## src/rtl/regfile_bist_pkg.sv

```systemverilog
// regfile_bist_pkg
// Shared types and helpers for the register file BIST collar.
//   - bank_e    : which register file a test address selects
//   - state_e   : collar sequencer states
//   - SEGS/SEG_W: default segment count/width of a vector register
//   - ta_*      : field extraction from the packed test address {bank, reg, seg}
//   - remap_idx : register index remap applied to both banks
// Configuration macro: REGFILE_BIST_ADDR_INVERT_EN
//   defined   -> index becomes {0, ~idx[W-2:0]} (PMBIST address ordering,
//                half the registers per bank are reachable)
//   undefined -> index used unmodified
package regfile_bist_pkg;

    typedef enum logic {
        BANK_INT = 1'b0,
        BANK_VEC = 1'b1
    } bank_e;

    typedef enum logic {
        IDLE = 1'b0,
        RMW  = 1'b1
    } state_e;

    localparam int SEGS  = 8;
    localparam int SEG_W = 3;

    // Low-order mask of w ones
    function automatic logic [31:0] field_mask(input int w);
        return (32'd1 << w) - 32'd1;
    endfunction

    // Segment field sits in the least significant bits
    function automatic logic [31:0] ta_seg(input logic [31:0] a, input int seg_w);
        return a & field_mask(seg_w);
    endfunction

    // Register field sits directly above the segment field
    function automatic logic [31:0] ta_reg(input logic [31:0] a, input int seg_w, input int reg_w);
        return (a >> seg_w) & field_mask(reg_w);
    endfunction

    // Bank bit is the most significant bit of the test address
    function automatic bank_e ta_bank(input logic [31:0] a, input int seg_w, input int reg_w);
        return bank_e'(a[seg_w + reg_w]);
    endfunction

    // Register index as seen by the register file of width w
    function automatic logic [31:0] remap_idx(input logic [31:0] idx, input int w);
`ifdef REGFILE_BIST_ADDR_INVERT_EN
        return (~idx) & field_mask(w - 1);
`else
        return idx & field_mask(w);
`endif
    endfunction

endpackage

```

## src/rtl/regfile_bist_seg_mux.sv

```systemverilog
// regfile_bist_seg_mux
// Combinational segment helper for the vector register file.
//   word    : full vector register read data
//   rd_seg  : segment returned on rd_data
//   wr_seg  : segment replaced by wr_data in merged
//   wr_data : new segment contents
//   rd_data : selected segment of word
//   merged  : word with segment wr_seg replaced
module regfile_bist_seg_mux
    import regfile_bist_pkg::*;
#(
    parameter int TEST_WIDTH = 32,
    parameter int NSEG       = SEGS,
    parameter int NSEG_W     = SEG_W
) (
    input  logic [TEST_WIDTH*NSEG-1:0] word,
    input  logic [NSEG_W-1:0]          rd_seg,
    input  logic [NSEG_W-1:0]          wr_seg,
    input  logic [TEST_WIDTH-1:0]      wr_data,
    output logic [TEST_WIDTH-1:0]      rd_data,
    output logic [TEST_WIDTH*NSEG-1:0] merged
);

    // Segment select for test reads
    always_comb begin
        rd_data = word[32'(rd_seg) * TEST_WIDTH +: TEST_WIDTH];
    end

    // Segment merge for the read-modify-write cycle
    always_comb begin
        merged = word;
        merged[32'(wr_seg) * TEST_WIDTH +: TEST_WIDTH] = wr_data;
    end

endmodule

```

## src/rtl/regfile_bist_collar.sv

```systemverilog
// regfile_bist_collar
// MBIST collar between the core and the integer / vector register files.
// BIST=0: fully transparent, Q_T=0, BUSY_T=0.
// BIST=1: port B of both files masked; port A driven from the narrow test port.
//   Test reads register {bank,reg,seg} and return data one cycle later.
//   Integer writes go straight through on the accepting edge.
//   Vector writes take one extra RMW cycle that merges the segment into the
//   current register contents (BUSY_T high during that cycle).
// Ports:
//   clk, rst (sync, active high), BIST, CSN_T, WEN_T, A_T, D_T, Q_T, BUSY_T
//   *_i core-side inputs, *_o register-file-side outputs, rdata_a_i/vrdata_a_i
//   register file read data.
// Configuration macro: REGFILE_BIST_ADDR_INVERT_EN (index remap, see package).
module regfile_bist_collar
    import regfile_bist_pkg::*;
#(
    parameter int ADDR_WIDTH  = 5,
    parameter int DATA_WIDTH  = 32,
    parameter int VADDR_WIDTH = 6,
    parameter int VDATA_WIDTH = 256,
    parameter int TEST_WIDTH  = 32,
    parameter int TA_WIDTH    = 1 + ((ADDR_WIDTH > VADDR_WIDTH) ? ADDR_WIDTH : VADDR_WIDTH)
                                  + $clog2(VDATA_WIDTH / TEST_WIDTH)
) (
    input  logic                   clk,
    input  logic                   rst,
    input  logic                   BIST,
    input  logic                   CSN_T,
    input  logic                   WEN_T,
    input  logic [TA_WIDTH-1:0]    A_T,
    input  logic [TEST_WIDTH-1:0]  D_T,
    output logic [TEST_WIDTH-1:0]  Q_T,
    output logic                   BUSY_T,
    // integer register file, core side
    input  logic [ADDR_WIDTH-1:0]  raddr_a_i,
    input  logic [ADDR_WIDTH-1:0]  waddr_a_i,
    input  logic [DATA_WIDTH-1:0]  wdata_a_i,
    input  logic                   we_a_i,
    input  logic [ADDR_WIDTH-1:0]  waddr_b_i,
    input  logic [DATA_WIDTH-1:0]  wdata_b_i,
    input  logic                   we_b_i,
    // integer register file, RF side
    output logic [ADDR_WIDTH-1:0]  raddr_a_o,
    input  logic [DATA_WIDTH-1:0]  rdata_a_i,
    output logic [ADDR_WIDTH-1:0]  waddr_a_o,
    output logic [DATA_WIDTH-1:0]  wdata_a_o,
    output logic                   we_a_o,
    output logic [ADDR_WIDTH-1:0]  waddr_b_o,
    output logic [DATA_WIDTH-1:0]  wdata_b_o,
    output logic                   we_b_o,
    // vector register file, core side
    input  logic [VADDR_WIDTH-1:0] vraddr_a_i,
    input  logic [VADDR_WIDTH-1:0] vwaddr_a_i,
    input  logic [VDATA_WIDTH-1:0] vwdata_a_i,
    input  logic                   vwe_a_i,
    input  logic [VADDR_WIDTH-1:0] vwaddr_b_i,
    input  logic [VDATA_WIDTH-1:0] vwdata_b_i,
    input  logic                   vwe_b_i,
    // vector register file, RF side
    output logic [VADDR_WIDTH-1:0] vraddr_a_o,
    input  logic [VDATA_WIDTH-1:0] vrdata_a_i,
    output logic [VADDR_WIDTH-1:0] vwaddr_a_o,
    output logic [VDATA_WIDTH-1:0] vwdata_a_o,
    output logic                   vwe_a_o,
    output logic [VADDR_WIDTH-1:0] vwaddr_b_o,
    output logic [VDATA_WIDTH-1:0] vwdata_b_o,
    output logic                   vwe_b_o
);

    localparam int REG_W = (ADDR_WIDTH > VADDR_WIDTH) ? ADDR_WIDTH : VADDR_WIDTH;
    localparam int NSEG  = VDATA_WIDTH / TEST_WIDTH;
    localparam int SEGW  = $clog2(NSEG);

    state_e                   state_r, next_state_s;
    bank_e                    req_bank_s, rd_bank_r;
    logic [REG_W-1:0]         req_reg_s, rd_reg_r;
    logic [SEGW-1:0]          req_seg_s, rd_seg_r, rmw_seg_r;
    logic [VADDR_WIDTH-1:0]   rmw_addr_r;
    logic [TEST_WIDTH-1:0]    rmw_data_r, rd_seg_q_s;
    logic [VDATA_WIDTH-1:0]   merged_s;
    logic [ADDR_WIDTH-1:0]    req_int_idx_s, rd_int_idx_s;
    logic [VADDR_WIDTH-1:0]   req_vec_idx_s, rd_vec_idx_s;
    logic                     accept_s, rd_acc_s, int_wr_s, vec_wr_s, rmw_fire_s;

    assign req_bank_s    = ta_bank(32'(A_T), SEGW, REG_W);
    assign req_reg_s     = REG_W'(ta_reg(32'(A_T), SEGW, REG_W));
    assign req_seg_s     = SEGW'(ta_seg(32'(A_T), SEGW));
    assign req_int_idx_s = ADDR_WIDTH'(remap_idx(32'(req_reg_s), ADDR_WIDTH));
    assign req_vec_idx_s = VADDR_WIDTH'(remap_idx(32'(req_reg_s), VADDR_WIDTH));
    assign rd_int_idx_s  = ADDR_WIDTH'(remap_idx(32'(rd_reg_r), ADDR_WIDTH));
    assign rd_vec_idx_s  = VADDR_WIDTH'(remap_idx(32'(rd_reg_r), VADDR_WIDTH));

    // Requests arriving during RMW are dropped; reset blocks any RF write.
    assign accept_s   = BIST && !CSN_T && (state_r == IDLE) && !rst;
    assign rd_acc_s   = accept_s && WEN_T;
    assign int_wr_s   = accept_s && !WEN_T && (req_bank_s == BANK_INT);
    assign vec_wr_s   = accept_s && !WEN_T && (req_bank_s == BANK_VEC);
    // Dropping BIST or asserting reset during RMW aborts the write
    assign rmw_fire_s = BIST && (state_r == RMW) && !rst;

    regfile_bist_seg_mux #(
        .TEST_WIDTH (TEST_WIDTH),
        .NSEG       (NSEG),
        .NSEG_W     (SEGW)
    ) u_seg_mux (
        .word    (vrdata_a_i),
        .rd_seg  (rd_seg_r),
        .wr_seg  (rmw_seg_r),
        .wr_data (rmw_data_r),
        .rd_data (rd_seg_q_s),
        .merged  (merged_s)
    );

    // Next-state logic: a vector write enters RMW, RMW always returns to IDLE
    always_comb begin
        next_state_s = state_r;
        case (state_r)
            IDLE: begin
                if (vec_wr_s) begin
                    next_state_s = RMW;
                end else begin
                    next_state_s = IDLE;
                end
            end
            RMW:     next_state_s = IDLE;
            default: next_state_s = IDLE;
        endcase
    end

    // State register
    always_ff @(posedge clk) begin
        if (rst) begin
            state_r <= IDLE;
        end else begin
            state_r <= next_state_s;
        end
    end

    // Read request register (rd_q): selects what Q_T shows
    always_ff @(posedge clk) begin
        if (rst) begin
            rd_bank_r <= BANK_INT;
            rd_reg_r  <= {REG_W{1'b0}};
            rd_seg_r  <= {SEGW{1'b0}};
        end else if (rd_acc_s) begin
            rd_bank_r <= req_bank_s;
            rd_reg_r  <= req_reg_s;
            rd_seg_r  <= req_seg_s;
        end
    end

    // Vector write capture for the RMW cycle
    always_ff @(posedge clk) begin
        if (rst) begin
            rmw_addr_r <= {VADDR_WIDTH{1'b0}};
            rmw_seg_r  <= {SEGW{1'b0}};
            rmw_data_r <= {TEST_WIDTH{1'b0}};
        end else if (vec_wr_s) begin
            rmw_addr_r <= req_vec_idx_s;
            rmw_seg_r  <= req_seg_s;
            rmw_data_r <= D_T;
        end
    end

    // RF-side port muxing: transparent by default, collar-driven under BIST
    always_comb begin
        raddr_a_o  = raddr_a_i;
        waddr_a_o  = waddr_a_i;
        wdata_a_o  = wdata_a_i;
        we_a_o     = we_a_i;
        waddr_b_o  = waddr_b_i;
        wdata_b_o  = wdata_b_i;
        we_b_o     = we_b_i;
        vraddr_a_o = vraddr_a_i;
        vwaddr_a_o = vwaddr_a_i;
        vwdata_a_o = vwdata_a_i;
        vwe_a_o    = vwe_a_i;
        vwaddr_b_o = vwaddr_b_i;
        vwdata_b_o = vwdata_b_i;
        vwe_b_o    = vwe_b_i;
        if (BIST) begin
            raddr_a_o  = rd_int_idx_s;
            waddr_a_o  = req_int_idx_s;
            wdata_a_o  = D_T;
            we_a_o     = int_wr_s;
            waddr_b_o  = {ADDR_WIDTH{1'b0}};
            wdata_b_o  = {DATA_WIDTH{1'b0}};
            we_b_o     = 1'b0;
            vraddr_a_o = (state_r == RMW) ? rmw_addr_r : rd_vec_idx_s;
            vwaddr_a_o = rmw_fire_s ? rmw_addr_r : {VADDR_WIDTH{1'b0}};
            vwdata_a_o = rmw_fire_s ? merged_s : {VDATA_WIDTH{1'b0}};
            vwe_a_o    = rmw_fire_s;
            vwaddr_b_o = {VADDR_WIDTH{1'b0}};
            vwdata_b_o = {VDATA_WIDTH{1'b0}};
            vwe_b_o    = 1'b0;
        end else begin
            vwe_b_o    = vwe_b_i;
        end
    end

    // Test read data: integer word or the selected vector segment
    always_comb begin
        if (!BIST) begin
            Q_T = {TEST_WIDTH{1'b0}};
        end else if (rd_bank_r == BANK_INT) begin
            Q_T = rdata_a_i;
        end else begin
            Q_T = rd_seg_q_s;
        end
    end

    assign BUSY_T = BIST && (state_r == RMW);

endmodule

```

## config.mk

```make
export PLATFORM = sky130hd
export DESIGN_NAME = regfile_bist_collar
export DESIGN_NICKNAME = d
export VERILOG_FILES = /design/src/rtl/regfile_bist_pkg.sv /design/src/rtl/regfile_bist_seg_mux.sv /design/src/rtl/regfile_bist_collar.sv
export SDC_FILE = /design/constraint.sdc
export NUM_CORES = 1
export LEC_CHECK = 0
export CORE_AREA = 5 5 615 617
export CTS_CLUSTER_DIAMETER = 200
export CTS_CLUSTER_SIZE = 28
export DETAILED_ROUTE_END_ITERATION = 6
export DIE_AREA = 0 0 620 622
export GPL_TIMING_DRIVEN = 0
export PLACE_DENSITY_LB_ADDON = 0.08
export SYNTH_ARGS = -nofsm -noshare
export SYNTH_HDL_FRONTEND = slang
export SYNTH_HIERARCHICAL = 1
export SYNTH_SLANG_ARGS = --single-unit
```

## constraint.sdc

```tcl
create_clock -name clk -period 5.7 [get_ports clk]
set_input_delay 0.57 -clock clk [delete_from_list [all_inputs] [get_ports clk]]
set_output_delay 0.57 -clock clk [all_outputs]
set_load 0.02 [all_outputs]
```

==> impl_results.md, run 1 <==
* Top area cells in the synthesized netlist: a22o_1, mux2_2, nor2b_1
* CTS Hold Buffers Added at 0
* Final Critical Period at around 5.6 ns
* Worst path slowest cell: clkdlybuf4s50_1
* Async SR Flop Fraction at 0
* Final Non-Filler Cells at 8,318
* DR vias at ~22,000
* Hold crit path type: reg -> reg
* CTS tree: built
* Post-synth top area cell: a22o_1
* Max clock buf depth at 2
* PwrDens at 96.66 nW/µm²
* Total grt overflow at 0
* CP required at 5.13 ns
* Vias per cell at ~2.6
* Worst-margin pin slew at 1.402 ns
* First-pass GRT wire length at 357.6 mm
* Final Cycle Share at 0.9776
* Netlist Area Pre-Place at about 13,000 µm²
* Clock sinks at 52
* Placed insts at 8,243
* Initial antenna violation count at 205
* Port bufs at 1,592
* Routed Antenna Nets at 0
* Clk slew on worst S/H paths at 0.09 ns
* Crit path kind: reg -> out
* Num ports at approximately 1,600
* Slew margin rel. at 0.06563
* Pre-Repair DR Iteration Count at 4
* Core ar. at 371,400 µm²
* CP Capture Type: output pin
* Ys flop type: dfxtp_1
* HPWL after DPL at approximately 270 mm
* Hold WS at 0.4591 ns
* Static Leak at 11.58 nW
* DRC at 0
* Crit path DAT at roughly 5 ns
* Reg2reg setup slack at 3.59 ns
* CP delay by family, top: buffers and inverters
* Die height at 622 µm
* Synthesized netlist cell count at 1,675
* Syn_nets at ~2,600
* Die width at approximately 620 µm
* Nets at 4,234
* Crit Path Max Fanout at 11
* F_max at 0.1795 GHz
* # fillers at 43,200
* CP Cell Sequence: buf_6 > buf_4 > inv_1 > ha_1 > ha_1 > nand4b_1 > buf_4 > buf_16 > clkbuf_1 > o21ai_0 > a22o_1 > clkdlybuf4s50_1
* Total CTS buffers at 5
* Gpl congestion at 0.8628
* GRT Overall Usage at 0.1499
* Initial DRC count at between 900 and 1,000
* Setup TNS at 0 ns
* RSZ-0062 raised after global routing: false
* Most common cell after layout, fill and taps aside: clkdlybuf4s50_1
* Final worst setup slack at about 0.13 ns
* CTS root buf: clkbuf_16
* Count of state elements after synthesis at 52
* Critical path's largest stage delay at 0.73 ns
* Avg Synthesized Cell Area at just under 8 µm²
* Final Skew at 0.008078 ns
* Vias in the first global route at 23,320
* Pwr Total at 3.477 mW
* Synth unique cells at 42
* Max-cap violation count at 0
* Wirelength, routed at 303.3 mm
* Synth top area share at 0.1737
* VDD IR max at 0.1009 mV
* Post-synth EDFFs at 0
* Synthesis-to-finish area growth at 172.3%
* Number of synthesis warnings at 6
* Initial cell density of the core at 0.03557
* CP bufs+invs at 7
* Sequential area share after synthesis at 0.07882
* Commonest non-fill, non-tap cells in the layout: clkdlybuf4s50_1, nor2b_1, a22o_1, nand2_1, mux2_2
* Largest net degree at the start of global routing at 17
* Routed len/inst at 36.47 µm
* Clock latency on the worst-skew pair at 0.33 ns
* Share of layout cells above drive strength 1 at 0.1337
* Final hold viol count at 0
* Fin. max-slew vios at 0
* Die area at roughly 390,000 µm²
* Final setup viols at 0
* Std-Cell Rows at between 200 and 250
* Status: finished, final reports clean
* Worst setup SP type: register
* Post-placement setup slack at -1.979 ns
* CTS H-tree lvls at 2
## kinds of logic (layout without fill, tap and decap cells)
logic type,Yosys count,count (layout),synth area share
other cells,0,62,0
flops,52,52,0.07882
mux,315,315,0.3277
fa+ha+maj,3,3,0.002842
buf+inv,201,1810,0.07616
simple gates,669,669,0.2645
compound gates,435,435,0.2500
## cells in the mapped netlist, drive strengths merged, types with 2 or more instances
cell and n:
a21oi 6, a22o 262, and2 33, and2b 4
buf 91, clkbuf 103, dfxtp 52, ha 3
inv 7, mux2 209, mux2i 42, mux4 64
nand2 248, nand3 23, nand4b 2, nand4bb 3
nor2 42, nor2b 304, o21ai 147, o311ai 18
## through the flow
stage | instance area, µm² | utilization
6_report | 35970 | 0.09686
2_1_floorplan | 13210 | -
4_1_cts | 35800 | 0.09641
5_1_grt | 35880 | 0.09663
3_3_place_gp | 35360 | 0.09523
3_5_place_dp | 35470 | 0.09551
## worst paths after layout
| path | from | endpoint | cells after the start |
|---|---|---|---|
| min reg2reg | rd_seg_r[1]$_SDFFE_PP0P_ | rd_seg_r[1]$_SDFFE_PP0P_ | 2 |
| max reg2reg | rd_bank_r$_SDFFE_PP0P_ | rd_bank_r$_SDFFE_PP0P_ | 4 |
| min | rd_seg_r[1]$_SDFFE_PP0P_ | rd_seg_r[1]$_SDFFE_PP0P_ | 2 |
| max | rmw_seg_r[0]$_SDFFE_PP0P_ | vwdata_a_o[40] | 12 |
## layer usage
metal | track usage | part of all wire | vias to the layer above
li1 | - | - | 9422
met1 | 0.1445 | 0.34 | 10760
met2 | 0.3119 | 0.58 | 1079
met3 | 0.04349 | 0.067 | 305
met4 | 0.02141 | 0.018 | 132
met5 | 0 | 0.0029 | -
## flip-flops by register name, summed over array words and instances, names as in the netlist
signal / count
rd_bank_r: 1
rd_reg_r: 6
rd_seg_r: 3
rmw_addr_r: 6
rmw_data_r: 32
rmw_seg_r: 3
state_r: 1
## worst reg2reg max path: stages, from the launching register on
cell	delay, ns
dfxtp_1	0.31
clkbuf_1	0.80
buf_2	0.67
nand2_1	0.10
mux2i_1	0.15
## area by class of cell
type,instances,area (µm²),share of cell area
diodes,62,155.1,0.004313
plain buffers,192,1101,0.03061
clock buffers,5,125.1,0.003479
clock inverters,3,18.77,0.0005218
inverters,7,26.28,0.0007305
multi-input cells,1422,11220,0.3119
flip-flops and latches,52,1041,0.02894
well taps,4972,6221,0.1730
repair buffers,1603,16060,0.4465
## power breakdown
group | leakage [nW] | internal (mW) | switching, mW
Clock | 0.0739 | 0.164 | 0.185
Sequential | 0.421 | 0.371 | 0.0204
Combinational | 11.1 | 1.32 | 1.42
## timing repair
item                       in CTS  in global routing
setup endpoints to repair     256                  8
setup buffers                   7                  0
cloned                          0                  0
pin swaps                       1                  0
resized for setup              76                  8
No activity file was read; power rests on OpenSTA's default activity.
==> run 2: changes to the inputs <==
--- a/config.mk
+++ b/config.mk
@@ -5,12 +5,13 @@
 export SDC_FILE = /design/constraint.sdc
 export NUM_CORES = 1
 export LEC_CHECK = 0
-export CORE_AREA = 5 5 615 617
+export CORE_AREA = 5 5 616 618
 export CTS_CLUSTER_DIAMETER = 200
 export CTS_CLUSTER_SIZE = 28
 export DETAILED_ROUTE_END_ITERATION = 6
-export DIE_AREA = 0 0 620 622
+export DIE_AREA = 0 0 621 623
 export GPL_TIMING_DRIVEN = 0
+export HOLD_SLACK_MARGIN = 0.1
 export PLACE_DENSITY_LB_ADDON = 0.08
 export SYNTH_ARGS = -nofsm -noshare
 export SYNTH_HDL_FRONTEND = slang
==> constraint.sdc (replaced) <==
create_clock -name clk -period 4.9 [get_ports clk]
set_input_delay 0.49 -clock clk [delete_from_list [all_inputs] [get_ports clk]]
set_output_delay 0.49 -clock clk [all_outputs]
set_load 0.02 [all_outputs]
==> impl_results.md, run 2 (same netlist as run 1, synthesis figures left out) <==
* Layout Utilization at 0.09680 (about the same)
* R2R Path End: rd_bank_r$_SDFFE_PP0P_
* Critical path's largest stage delay at 0.63 ns (-0.10 ns)
* Nets at 4,236 (+0.047%)
* Static Leak at 11.66 nW (+0.68%)
* Commonest non-fill, non-tap cells in the layout: clkdlybuf4s50_1, nor2b_1, a22o_1, nand2_1, mux2_2
* Wirelength, routed at 304.1 mm (+0.26%)
* Slew margin rel. at 0.01378 (-0.05185)
* Share of layout cells above drive strength 1 at 0.1406 (+0.006918)
* Port bufs at 1,592 (unchanged)
* Final setup viols at 0 (unchanged)
* Crit path DAT at 4.26 ns (-0.74 ns)
* Net switching power figure at 1.895 mW (+17%)
* CP Cell Sequence: buf_8 > buf_8 > inv_1 > ha_1 > ha_2 > nand4b_1 > buf_4 > buf_8 > clkbuf_2 > o21ai_0 > a22o_1 > clkdlybuf4s50_1
* Num ports at 1,594 (unchanged)
* Std-Cell Rows at 225 (+0.45%)
* Synthesis-to-finish area growth at 174.0%
* Hold crit path type: reg -> reg
* CP delay by family, top: buffers and inverters
* Worst path slowest cell: clkdlybuf4s50_1
* CP Capture Type: output pin
* DRC at 0 (unchanged)
* Clock sinks at 52 (unchanged)
* Clk slew on worst S/H paths at 0.09 ns (about the same)
* Total grt overflow at 0 (unchanged)
* Comb pwr share at 0.776 (-0.011)
* CTS H-tree lvls at 2 (unchanged)
* Gpl congestion at 0.8294 (-3.9%)
* CP required at 4.41 ns (-0.72 ns)
* GRT Overall Usage at 0.1500 (about the same)
* Status: finished, violations left
* Clock latency on the worst-skew pair at 0.33 ns (about the same)
* Crit path kind: reg -> out
* Final Skew at 0.005985 ns (-0.002092 ns)
* RSZ-0062 raised after global routing: true
* PwrDens at 113.5 nW/µm² (+17%)
* WHS Path Cells at 2 (unchanged)
* HPWL after DPL at 274.2 mm (+0.41%)
* Placed insts at 8,266 (+0.28%)
* Max-cap violation count at 1 (+1)
* Initial DRC count at 1,042 (+9.6%)
* Largest net degree at the start of global routing at 16 (-1)
* Final Non-Filler Cells at 8,326 (+0.096%)
* Post-placement setup slack at -2.019 ns (-0.04016 ns)
* Met2 Wirelength at 178.3 mm (+2.1%)
* Routed len/inst at 36.53 µm (+0.17%)
* Highest metal used: met5
* Die height at 623 µm (+0.16%)
* Final Cycle Share at 0.9694
* # fillers at 43,700 (+1.2%)
* First-pass GRT wire length at 359.6 mm (+0.54%)
* DR WL met3 at 20.28 mm (-0.43%)
* CTS root buf: clkbuf_16
* Fin. max-slew vios at 0 (unchanged)
* Final worst setup slack at 0.1500 ns (+0.02254 ns)
* Initial cell density of the core at 0.03533 (-0.0002381)
* Final hold viol count at 0 (unchanged)
* Net Sw Frac at 0.4614 (-0.004966)
* Max clock buf depth at 2 (unchanged)
* Setup TNS at 0 ns (unchanged)
* Seq pwr share at 0.111 (about the same)
* Vias per cell at 2.599 (-0.35%)
* Hold path start: rd_seg_r[1]$_SDFFE_PP0P_
* Die width at 621 µm (+0.16%)
* Hold path endpoint: rd_seg_r[1]$_SDFFE_PP0P_
* Crit Path Max Fanout at 10 (-1)
* Vias in the first global route at 23,290 (-0.094%)
* Core ar. at 373,900 µm² (+0.67%)
* Wire length on met1 at 100.6 mm (-1.4%)
* Final Critical Period at 4.750 ns
* DR vias at 21,640 (-0.26%)
* Failing checks: max-capacitance violations
* F_max at 0.2105 GHz
* Most common cell on crit path: buf_8
* Power Internal at 2.212 mW (+19%)
* Worst-margin pin slew at 1.479 ns (+0.07777 ns)
* Max reg flops at 32 (unchanged)
* Total CTS buffers at 5 (unchanged)
* Reg2Reg Depth at 4 (unchanged)
* Pre-Repair DR Iteration Count at 5 (+1)
* Die area at 386,900 µm² (+0.32%)
* Initial antenna violation count at 203 (-0.98%)
* CP bufs+invs at 7 (unchanged)
* FF-to-FF Start: rd_bank_r$_SDFFE_PP0P_
* Worst setup SP type: register
* VDD IR max at 0.1933 mV (+92%)
* Biggest register: rmw_data_r
* Routed Antenna Nets at 0 (unchanged)
* Clock share of power at 0.113 (+0.013)
* Reg2reg setup slack at 2.82 ns (-0.77 ns)
* CTS tree: built
* Largest registers: rmw_data_r x32, rd_reg_r x6, rmw_addr_r x6
* Most common cell after layout, fill and taps aside: clkdlybuf4s50_1
==> run 2: cell count changes in the layout (fill, tap and decap cells not counted), sizes merged <==
| cell | previous run | this run |
|---|---|---|
| clkdlybuf4s50 | 1581 | 1567 |
| clkdlybuf4s15 | 2 | 5 |
| buf | 101 | 106 |
| clkinv | 3 | 1 |
| dlygate4sd2 | 6 | 18 |
| diode | 62 | 46 |
| bufinv | 0 | 1 |
| dlymetal6s2s | 4 | 1 |
==> run 2: power by group through the flow <==
| stage | Combinational (mW) | Clock (mW) | Sequential, mW |
|---|---|---|---|
| floorplan | 1.02 | 0 | 0.446 |
| global placement | 3.32 | 0 | 0.466 |
| detailed placement | 3.31 | 0 | 0.466 |
| CTS | 3.34 | 0.518 | 0.456 |
| global route | 3.36 | 0.508 | 0.457 |
| finish | 3.19 | 0.464 | 0.454 |
==> run 2: timing repair <==
item,CTS,global route
pin swaps,3,0
cloned,0,0
gates resized for setup,168,4
buffers inserted,9,0
hold buffers,0,0
endpoints found under the setup margin,256,6
==> run 2: per-layer routing <==
metal,vias to the layer above,track usage
met1,10710,0.1411
met2,1059,0.3183
met5,-,0
met4,140,0.01689
li1,9408,-
met3,326,0.04610
==> run 2: how the worst max path moves through the flow <==
| stage | from | endpoint | slack (ns) | cells past startpoint |
|---|---|---|---|---|
| 6_report | rmw_seg_r[0]$_SDFFE_PP0P_ | vwdata_a_o[32] | 0.15 | 12 |
| 5_1_grt | rmw_seg_r[0]$_SDFFE_PP0P_ | vwdata_a_o[140] | -0.01 | 11 |
| 4_1_cts | rmw_seg_r[0]$_SDFFE_PP0P_ | vwdata_a_o[140] | -0.01 | 11 |
| 3_5_place_dp | rmw_seg_r[0]$_SDFFE_PP0P_ | vwdata_a_o[253] | -2.02 | 11 |
| 3_3_place_gp | rmw_seg_r[0]$_SDFFE_PP0P_ | vwdata_a_o[63] | -3.34 | 10 |
| 2_1_floorplan | rmw_seg_r[0]$_SDFFE_PP0P_ | vwdata_a_o[194] | 1.54 | 10 |
==> run 2: cell type report <==
type,instances,area (µm²),area share
repair buffers,1606,16080,0.4444
clock inverters,2,35.03,0.0009680
clock buffers,6,128.9,0.003561
inverters,7,26.28,0.0007260
flip-flops and latches,52,1045,0.02887
plain buffers,191,1177,0.03253
multi-input cells,1422,11330,0.3131
diodes,46,115.1,0.003181
well taps,4994,6248,0.1727
==> run 2: worst reg2reg max path, cell delays in order (launching register included) <==
cell and delay, ns:
dfxtp_1 0.31, clkbuf_1 0.71, buf_2 0.73, nand2_1 0.10
mux2i_1 0.15
==> run 2: stage by stage <==
step           power [mW]  area, µm²  hold WS (ns)
2_1_floorplan       1.469      13210        0.4372
3_3_place_gp        3.791      35390        0.4499
3_5_place_dp        3.778      35520        0.4544
4_1_cts             4.312      36070        0.4744
5_1_grt             4.323      36090        0.5177
6_report            4.107      36190        0.4688
==> run 3: changes to the inputs <==
--- a/config.mk
+++ b/config.mk
@@ -10,6 +10,7 @@
 export CTS_CLUSTER_SIZE = 28
 export DETAILED_ROUTE_END_ITERATION = 6
 export DIE_AREA = 0 0 621 623
+export GPL_ROUTABILITY_DRIVEN = 0
 export GPL_TIMING_DRIVEN = 0
 export HOLD_SLACK_MARGIN = 0.1
 export PLACE_DENSITY_LB_ADDON = 0.08
==> impl_results.md, run 3 (same netlist as run 1, synthesis figures left out) <==
* Status: finished, final reports clean
* Fin. max-slew vios at 0 (unchanged)
* Comb pwr share at 0.783 (+0.007)
* Initial DRC count at 942 (-9.6%)
* Final Critical Period at 4.777 ns (+0.02704 ns)
* Vias per cell at 2.588 (-0.41%)
* Initial cell density of the core at 0.03533 (unchanged)
* F_max at 0.2093 GHz (-0.57%)
* Wirelength, routed at 300.0 mm (-1.3%)
* CTS Hold Buffers Added at 0 (unchanged)
* Crit path kind: reg -> out
* Post-route cell area at 36,170 µm² (about the same)
* Max clock buf depth at 2 (unchanged)
* CTS H-tree lvls at 2 (unchanged)
* Final Cycle Share at 0.9749 (+0.005519)
* Reg2reg setup slack at 2.80 ns (-0.02 ns)
* Initial antenna violation count at 181 (-11%)
* Clock share of power at 0.105 (-0.008)
* Post-placement setup slack at -2.002 ns (+0.01701 ns)
* Crit Path Max Fanout at 10 (unchanged)
* CP required at 4.41 ns (about the same)
* Placed insts at 8,270 (+0.048%)
* Seq pwr share at 0.111 (about the same)
* Die area at 386,900 µm² (unchanged)
* Largest net degree at the start of global routing at 16 (unchanged)
* # fillers at 43,660 (-0.085%)
* First-pass GRT wire length at 355.0 mm (-1.3%)
* Register area at 1045 µm² (unchanged)
* Crit path from: rmw_seg_r[0]$_SDFFE_PP0P_
* Max-cap violation count at 0 (-1)
* Clock latency on the worst-skew pair at 0.33 ns (about the same)
* Clk slew on worst S/H paths at 0.09 ns (about the same)
* Final Skew at 0.009146 ns (+0.003161 ns)
* Clock sinks at 52 (unchanged)
* FF-to-FF Start: rd_bank_r$_SDFFE_PP0P_
* Total grt overflow at 0 (unchanged)
* Std-Cell Rows at 225 (unchanged)
* Max reg flops at 32 (unchanged)
* Largest registers: rmw_data_r x32, rd_reg_r x6, rmw_addr_r x6
* Most common cell after layout, fill and taps aside: clkdlybuf4s50_1
* R2R Path End: rd_bank_r$_SDFFE_PP0P_
* PwrDens at 112.4 nW/µm² (-0.92%)
* Total CTS buffers at 5 (unchanged)
* Post-DP Area at 35,580 µm² (+0.18%)
* Die width at 621 µm (unchanged)
* Port bufs at 1,592 (unchanged)
* DRC at 0 (unchanged)
* Worst-margin pin slew at 1.445 ns (-0.03389 ns)
* Pre-Repair DR Iteration Count at 7 (+2)
* DR vias at 21,550 (-0.40%)
* CTS root buf: clkbuf_16
* Net switching power figure at 1.891 mW (-0.23%)
* Static Leak at 11.69 nW (+0.21%)
* Nets at 4,239 (+0.071%)
* Synthesis-to-finish area growth at 173.9% (about the same)
* Multi-input gate area at 11,280 µm² (-0.45%)
* CTS tree: built
* GRT Overall Usage at 0.1479 (-0.002180)
* Final worst setup slack at 0.1230 ns (-0.02704 ns)
* Hold crit path type: reg -> reg
* Final Non-Filler Cells at 8,327 (+0.012%)
* Worst setup SP type: register
* Num ports at 1,594 (unchanged)
* Routed len/inst at 36.03 µm (-1.4%)
* Final setup viols at 0 (unchanged)
* Crit path DAT at 4.29 ns (+0.03 ns)
* HPWL after DPL at 270.8 mm (-1.3%)
* Share of layout cells above drive strength 1 at 0.1408 (+0.0001758)
* Routed Antenna Nets at 0 (unchanged)
* Commonest non-fill, non-tap cells in the layout: clkdlybuf4s50_1, nor2b_1, a22o_1, nand2_1, mux2_2
* Hold WS at 0.4631 ns (-0.005617 ns)
* Vias in the first global route at 23,520 (+0.96%)
* VDD IR max at 0.1074 mV (-44%)
* Reg2Reg Depth at 4 (unchanged)
* Die height at 623 µm (unchanged)
* CP Capture Type: output pin
* RSZ-0062 raised after global routing: false
* Net Sw Frac at 0.4649 (+0.003454)
* Power Internal at 2.177 mW (-1.6%)
* Biggest register: rmw_data_r
* Crit path to: vwdata_a_o[245]
* Final hold viol count at 0 (unchanged)
* Core ar. at 373,900 µm² (unchanged)
* Slew margin rel. at 0.03637 (+0.02259)
[run 3: area by class of cell]
cell class / count / area share
Timing Repair Buffer: 1609 / 0.4457
Multi-Input combinational cell: 1422 / 0.3119
Tap cell: 4994 / 0.1727
Buffer: 191 / 0.03289
Sequential cell: 52 / 0.02888
Clock buffer: 7 / 0.003943
Antenna cell: 44 / 0.003044
Inverter: 7 / 0.0007264
Clock inverter: 1 / 0.0002075
[run 3: repair_timing]
item	4_1_cts	5_1_grt
pin swaps	1	0
gates resized for setup	155	11
setup buffers	8	0
setup endpoints to repair	256	26
[run 3: metrics by stage]
stage	TNS, ns	utilization	power, mW
after floorplan	0	-	1.469
after global placement	-592.55	0.09467	3.780
after detailed placement	-273.04	0.09517	3.772
after CTS	-0.07820	0.09644	4.256
after global routing	0	0.09649	4.273
final	0	0.09676	4.068
[run 3: power groups by stage]
stage | logic, mW | clock network [mW] | registers, mW
finish | 3.19 | 0.428 | 0.453
detailed placement | 3.31 | 0 | 0.467
floorplan | 1.02 | 0 | 0.446
global placement | 3.31 | 0 | 0.467
CTS | 3.33 | 0.470 | 0.457
global route | 3.35 | 0.469 | 0.457
[run 3: worst min-delay path by stage]
| stage | start | endpoint | slack (ns) | depth (start not counted) |
|---|---|---|---|---|
| after floorplan | rd_seg_r[2]$_SDFFE_PP0P_ | rd_seg_r[2]$_SDFFE_PP0P_ | 0.44 | 2 |
| after global placement | rd_seg_r[1]$_SDFFE_PP0P_ | rd_seg_r[1]$_SDFFE_PP0P_ | 0.45 | 2 |
| after detailed placement | rd_seg_r[1]$_SDFFE_PP0P_ | rd_seg_r[1]$_SDFFE_PP0P_ | 0.45 | 2 |
| after CTS | rd_seg_r[1]$_SDFFE_PP0P_ | rd_seg_r[1]$_SDFFE_PP0P_ | 0.47 | 2 |
| after global routing | rd_seg_r[1]$_SDFFE_PP0P_ | rd_seg_r[1]$_SDFFE_PP0P_ | 0.52 | 2 |
| final | rd_seg_r[1]$_SDFFE_PP0P_ | rd_seg_r[1]$_SDFFE_PP0P_ | 0.46 | 2 |
[run 3: metal layers]
metal  vias to the layer above  share of wire  GRT usage
li1                       9408              -          -
met1                     10680           0.34     0.1408
met2                      1057           0.59     0.3153
met3                       301          0.057    0.03789
met4                       106          0.017    0.02053
met5                         -         0.0023          0
[run 3: worst max-delay path: stages (launching register included)]
cell,delay (ns)
dfxtp_4,0.47
buf_12,0.23
buf_8,0.24
inv_1,0.08
ha_1,0.23
ha_1,0.43
or4b_4,0.72
clkbuf_8,0.27
nand2_1,0.25
o21ai_0,0.17
a22o_1,0.23
clkdlybuf4s50_1,0.56
